### config.mk
export PLATFORM = sky130hd
export DESIGN_NAME = uart_receiver
export DESIGN_NICKNAME = d
export VERILOG_FILES = /design/src/rtl/uart_receiver.sv
export SDC_FILE = /design/constraint.sdc
export NUM_CORES = 1
export LEC_CHECK = 0
export CAP_MARGIN = 20
export CORE_UTILIZATION = 45
export CTS_CLUSTER_SIZE = 8
export DETAILED_ROUTE_END_ITERATION = 7
export PLACE_DENSITY = 0.68
export REMOVE_ABC_BUFFERS = 1
export SYNTH_ARGS = -nofsm -noshare
export SYNTH_HDL_FRONTEND = slang
export SYNTH_SLANG_ARGS = --single-unit
### constraint.sdc
create_clock -name clk -period 1.7 [get_ports clk]
set_clock_uncertainty 0.1 [all_clocks]
set_input_delay 0.34 -clock clk [delete_from_list [all_inputs] [get_ports clk]]
set_output_delay 0.34 -clock clk [all_outputs]
set_load 0.02 [all_outputs]
### src/rtl/uart_receiver.sv
// UART receive path: start + DATA_BITS (LSB first) + even parity + stop, sampled on an OVERSAMPLE x baud tick.
// Optional build macro UART_RX_MAJORITY_VOTE_EN: each bit decision takes a 2-of-3 vote over the last three ticks.
module uart_receiver #(
  parameter int OVERSAMPLE = 16,
  parameter int DATA_BITS  = 8
) (
  input  logic                 clk,
  input  logic                 reset,
  input  logic                 sample_tick,
  input  logic                 rx_en,
  input  logic                 rxd,
  output logic [DATA_BITS-1:0] rx_data,
  output logic                 rx_valid,
  output logic                 rx_perror,
  output logic                 rx_ferror,
  output logic                 rx_busy
);
  localparam int TW = $clog2(OVERSAMPLE);
  localparam int BW = (DATA_BITS > 1) ? $clog2(DATA_BITS) : 1;
  localparam logic [TW-1:0] START_MID = TW'(OVERSAMPLE / 2 - 1);
  localparam logic [TW-1:0] BIT_MID   = TW'(OVERSAMPLE - 1);
  localparam logic [BW-1:0] LAST_BIT  = BW'(DATA_BITS - 1);

  typedef enum logic [2:0] {IDLE, START, DATA, PARITY, STOP} state_e;

  state_e               state_q, state_d;
  logic [TW-1:0]        tick_cnt_q, tick_cnt_d;
  logic [BW-1:0]        bit_idx_q, bit_idx_d;
  logic [DATA_BITS-1:0] shift_q, shift_d;
  logic                 parity_q, parity_d;
  logic                 line_seen_high_q, line_seen_high_d;
  logic [DATA_BITS-1:0] rx_data_q, rx_data_d;
  logic                 rx_valid_q, rx_valid_d;
  logic                 rx_perror_q, rx_perror_d;
  logic                 rx_ferror_q, rx_ferror_d;
  logic                 rxd_meta_q, rxd_s_q;
  logic                 sample;

`ifdef UART_RX_MAJORITY_VOTE_EN
  // The two previous tick samples plus the current one form the three-sample window.
  logic [1:0] vote_q, vote_d;
  assign sample = (vote_q[1] & vote_q[0]) | (vote_q[1] & rxd_s_q) | (vote_q[0] & rxd_s_q);
  always_comb vote_d = sample_tick ? {vote_q[0], rxd_s_q} : vote_q;
`else
  assign sample = rxd_s_q;
`endif

  always_comb begin
    // NOTE: every _d gets a default first so no path through this block can infer a latch.
    state_d          = state_q;
    tick_cnt_d       = tick_cnt_q;
    bit_idx_d        = bit_idx_q;
    shift_d          = shift_q;
    parity_d         = parity_q;
    line_seen_high_d = line_seen_high_q;
    rx_data_d        = rx_data_q;
    rx_valid_d       = 1'b0;
    rx_perror_d      = 1'b0;
    rx_ferror_d      = 1'b0;

    if (!rx_en) begin
      state_d          = IDLE;
      tick_cnt_d       = '0;
      bit_idx_d        = '0;
      line_seen_high_d = 1'b0;
    end else if (sample_tick) begin
      case (state_q)
        IDLE: begin
          // A falling edge only counts after the line was seen idle, so a held break cannot retrigger.
          if (rxd_s_q) begin
            line_seen_high_d = 1'b1;
          end else if (line_seen_high_q) begin
            state_d          = START;
            tick_cnt_d       = '0;
            line_seen_high_d = 1'b0;
          end
        end
        START: begin
          if (tick_cnt_q == START_MID) begin
            tick_cnt_d = '0;
            bit_idx_d  = '0;
            state_d    = sample ? IDLE : DATA;
          end else begin
            tick_cnt_d = tick_cnt_q + TW'(1);
          end
        end
        DATA, PARITY, STOP: begin
          if (tick_cnt_q != BIT_MID) begin
            tick_cnt_d = tick_cnt_q + TW'(1);
          end else begin
            tick_cnt_d = '0;
            if (state_q == DATA) begin
              shift_d[bit_idx_q] = sample;
              if (bit_idx_q == LAST_BIT) state_d = PARITY;
              else                       bit_idx_d = bit_idx_q + BW'(1);
            end else if (state_q == PARITY) begin
              parity_d = sample;
              state_d  = STOP;
            end else begin
              state_d = IDLE;
              if (!sample) begin
                rx_ferror_d = 1'b1;
              end else begin
                rx_data_d = shift_q;
                if (parity_q != ^shift_q) rx_perror_d = 1'b1;
                else                      rx_valid_d  = 1'b1;
              end
            end
          end
        end
        default: state_d = IDLE;
      endcase
    end
  end

  always_ff @(posedge clk) begin
    // NOTE: non-blocking assignments keep every flop sampling pre-edge values regardless of statement order.
    if (reset) begin
      rxd_meta_q       <= 1'b1;
      rxd_s_q          <= 1'b1;
      state_q          <= IDLE;
      tick_cnt_q       <= '0;
      bit_idx_q        <= '0;
      shift_q          <= '0;
      parity_q         <= 1'b0;
      line_seen_high_q <= 1'b0;
      rx_data_q        <= '0;
      rx_valid_q       <= 1'b0;
      rx_perror_q      <= 1'b0;
      rx_ferror_q      <= 1'b0;
`ifdef UART_RX_MAJORITY_VOTE_EN
      vote_q           <= 2'b11;
`endif
    end else begin
      rxd_meta_q       <= rxd;
      rxd_s_q          <= rxd_meta_q;
      state_q          <= state_d;
      tick_cnt_q       <= tick_cnt_d;
      bit_idx_q        <= bit_idx_d;
      shift_q          <= shift_d;
      parity_q         <= parity_d;
      line_seen_high_q <= line_seen_high_d;
      rx_data_q        <= rx_data_d;
      rx_valid_q       <= rx_valid_d;
      rx_perror_q      <= rx_perror_d;
      rx_ferror_q      <= rx_ferror_d;
`ifdef UART_RX_MAJORITY_VOTE_EN
      vote_q           <= vote_d;
`endif
    end
  end

  assign rx_data   = rx_data_q;
  assign rx_valid  = rx_valid_q;
  assign rx_perror = rx_perror_q;
  assign rx_ferror = rx_ferror_q;
  assign rx_busy   = (state_q != IDLE);
endmodule
==> metrics.yaml <==
setup_path:
  cpPeakStageDelay_ns: 0.48
  timing.reg2reg.setup_slack_ns: -0.13
  cp.arrival_ns: 1.95
  required_ns: 1.82
  r2r-start: "tick_cnt_q[1]"
  path_buf_inv: 0
  path_class: "reg2reg"
  cp_slowest_cell: "or4_1"
  end_kind: "flip-flop"
  worstSetupStartpointType: "flip-flop"
  r2r-end: "tick_cnt_q[0]"
  path_delay_family: "simple AND/OR/NAND/NOR gates"
  cp_cell_sequence: "ha_4, and3_4, a221o_1, or4_1, a21oi_1"
  path_max_fanout: 4
  reg2reg_depth: 5
run_status:
  outcome: "finished with violations"
  failed_checks: "setup timing"
route:
  ant_nets: 0
  routed_via_density: 5.41
  top_layer: "met4"
  drtIter0Drc: 73
  vias: 1515
  wl_met1_um: 1870
  drc: 0
  drt-wirelength-per-cell_um: 15.3
  wirelength_um: 4270
  firstDrtPassIters: 4
  dr_wl_met2_um: 2130
  wl_met3_um: 153
sta:
  timing.final.hold_violations: 0
  worst_slew_pin_slew_ns: 0.322
  rsz0062_at_grt: "yes"
  fmax_mhz: 547
  period_minus_slack_ns: 1.83
  drv_slew: 0
  fin_ws_ns: -0.127
  setup_viol: 17
  max_slew_margin_pct: 78.5
  finalCritPeriodShare_pct: 107
synth:
  ys.flop_type: "dfxtp_1"
  synth_edf_count: 0
  ys_warn_count: 0
  async_flop_share_pct: 0
  ys_types: 42
  syn_area_per_cell_um2: 9.75
  synth_seq_cells: 33
  netlist_area_um2: 1680
  yosys.area.top_type: "dfxtp_1"
  yosysSeqAreaShare_pct: 39.4
  yosys-top-cells-area: "dfxtp_1 (39%), mux2i_1 (13%), nand2b_1 (5.2%)"
  yosysTopAreaCellShare_pct: 39.4
  syn_inst: 172
run:
  cap_violations: 0
global_route:
  grt_start_max_net_pins: 22
  grt_pass1_wl_um: 7100
  grt_use_total_pct: 23.7
  grt_pass1_vias: 1600
  antenna_found_initial: 0
  gr-total-overflow: 0
floorplanning:
  die_h_um: 63.1
  start_util_pct: 48.7
  fp.dieArea_um2: 3980
  core_um2: 3440
  ioPinCount: 17
  rows: 21
  die_x_um: 63.1
clocking:
  holdBufCountCts: 0
  cts_made_buffers: 5
  clock_sinks: 33
  clk_latency_ns: 0.29
  htree_num_levels: 2
  root_buffer: "clkbuf_8"
  cts.path.max_buffers: 2
  clk_pin_slew_worst_paths_ns: 0.07
  tritoncts: "built"
final_layout:
  drive_gt1_share_pct: 37.6
  diodes: 0
  final_cell_count_no_fill: 280
  layout_commonest_cell: "buf_4"
  final_cell_mix: "buf_4 (45), dfxtp_1 (26), mux2i_1 (20)"
  synthToLayoutAreaGrowth_pct: 45.0
  fin_nets: 241
  design_area_um2: 2430
power:
  leakage_uw: 0.00113
  powerDensity_nw_per_um2: 583
  ir_drop_v: 0.000574
worst_hold_path:
  min_from: "rxd_meta_q"
  holdPathEnd: "rxd_s_q"
  whs_path_depth: 1
  worstHoldPathType: "reg2reg"
placement:
  placed_cell_area_um2: 2150
  placed_cells: 266
  placement.io_buffers: 16
  hpwlAfterDp_um: 3040
  gp_congestion: 0.848
==> synth_stat cells (2+ instances only) <==
| master | instances |
|---|---|
| nand4_1 | 3 |
| or2_2 | 2 |
| xnor2_1 | 5 |
| nand2b_1 | 14 |
| dfxtp_1 | 33 |
| buf_2 | 2 |
| inv_1 | 4 |
| a21oi_1 | 8 |
| nand2_1 | 10 |
| clkbuf_1 | 4 |
| nand4b_1 | 3 |
| a211oi_1 | 2 |
| nand3_1 | 4 |
| and4bb_2 | 4 |
| buf_6 | 2 |
| or4_1 | 3 |
| o21a_1 | 2 |
| nor3_1 | 2 |
| nor2_1 | 14 |
| nor4_1 | 2 |
| o21ai_0 | 5 |
| mux2i_1 | 21 |
| ha_1 | 3 |
| nor2b_1 | 2 |
==> routing by layer <==
layer,track usage [%],up-vias
li1,-,741
met1,25.4,734
met2,41.3,30
met3,6.88,10
met4,13.1,0
met5,0,-
==> report_power, final <==
group	switching, uW	total, uW	internal [uW]
Clock	291	575	284
Sequential	2.05	773	771
Combinational	35.6	70.2	34.6
Total	329	1420	1090
==> timing repair <==
item                                    in CTS  in global routing
gates cloned                                 1                  0
gates resized for setup                     37                 16
pin swaps                                    9                  2
buffers inserted                             5                  1
endpoints found under the setup margin      28                 33
hold endpoints to repair                     0                  0
==> metrics by stage <==
step	setup WS [ns]	setup TNS (ns)	util, %	power, uW	hold WS [ns]
2_1_floorplan	-0.383	-4.09	-	817	0.289
3_3_place_gp	-0.381	-8.68	62.5	862	0.302
3_5_place_dp	-0.458	-9.62	62.5	864	0.298
4_1_cts	-0.135	-1.07	68.9	1430	0.319
5_1_grt	-0.177	-2.41	70.7	1470	0.343
6_report	-0.127	-0.945	70.7	1420	0.316
==> registers in the layout, summed over array words and instances (netlist names) <==
register,flops
rx_perror,1
tick_cnt_q,4
rx_ferror,1
rx_valid,1
parity_q,1
rxd_meta_q,1
rxd_s_q,1
state_q,3
line_seen_high_q,1
rx_data,8
shift_q,8
bit_idx_q,3
==> worst max-delay path by stage <==
stage	from	to	slack, ns	cells after the start
after floorplan	state_q[2]	rx_data[0]	-0.38	4
after global placement	sample_tick	rx_data[2]	-0.38	6
after detailed placement	sample_tick	rx_data[0]	-0.46	6
after CTS	state_q[2]	rx_data[0]	-0.14	5
after global routing	tick_cnt_q[1]	tick_cnt_q[0]	-0.18	5
final	tick_cnt_q[1]	tick_cnt_q[0]	-0.13	5
==> area by class of cell <==
type                       count  area [um2]
clock buffer                   6        72.6
clock inverter                 2        10.0
fill                         271        1010
inverter                       4        15.0
multi-input combinational    126        1070
sequential                    33         677
tap                           46        57.6
timing repair buffer          63         529
==> cell families (layout without fill, tap and decap cells) <==
group | Yosys count | after routing | share of synthesized area (%)
simple gates | 69 | 69 | 25.7
mux | 21 | 21 | 12.5
fa+ha+maj | 3 | 3 | 2.24
flops | 33 | 33 | 39.4
xor+xnor | 7 | 7 | 4.47
compound gates | 26 | 26 | 11.7
buf+inv | 13 | 75 | 3.95
Note: power is estimated with default switching activity, not from simulation.
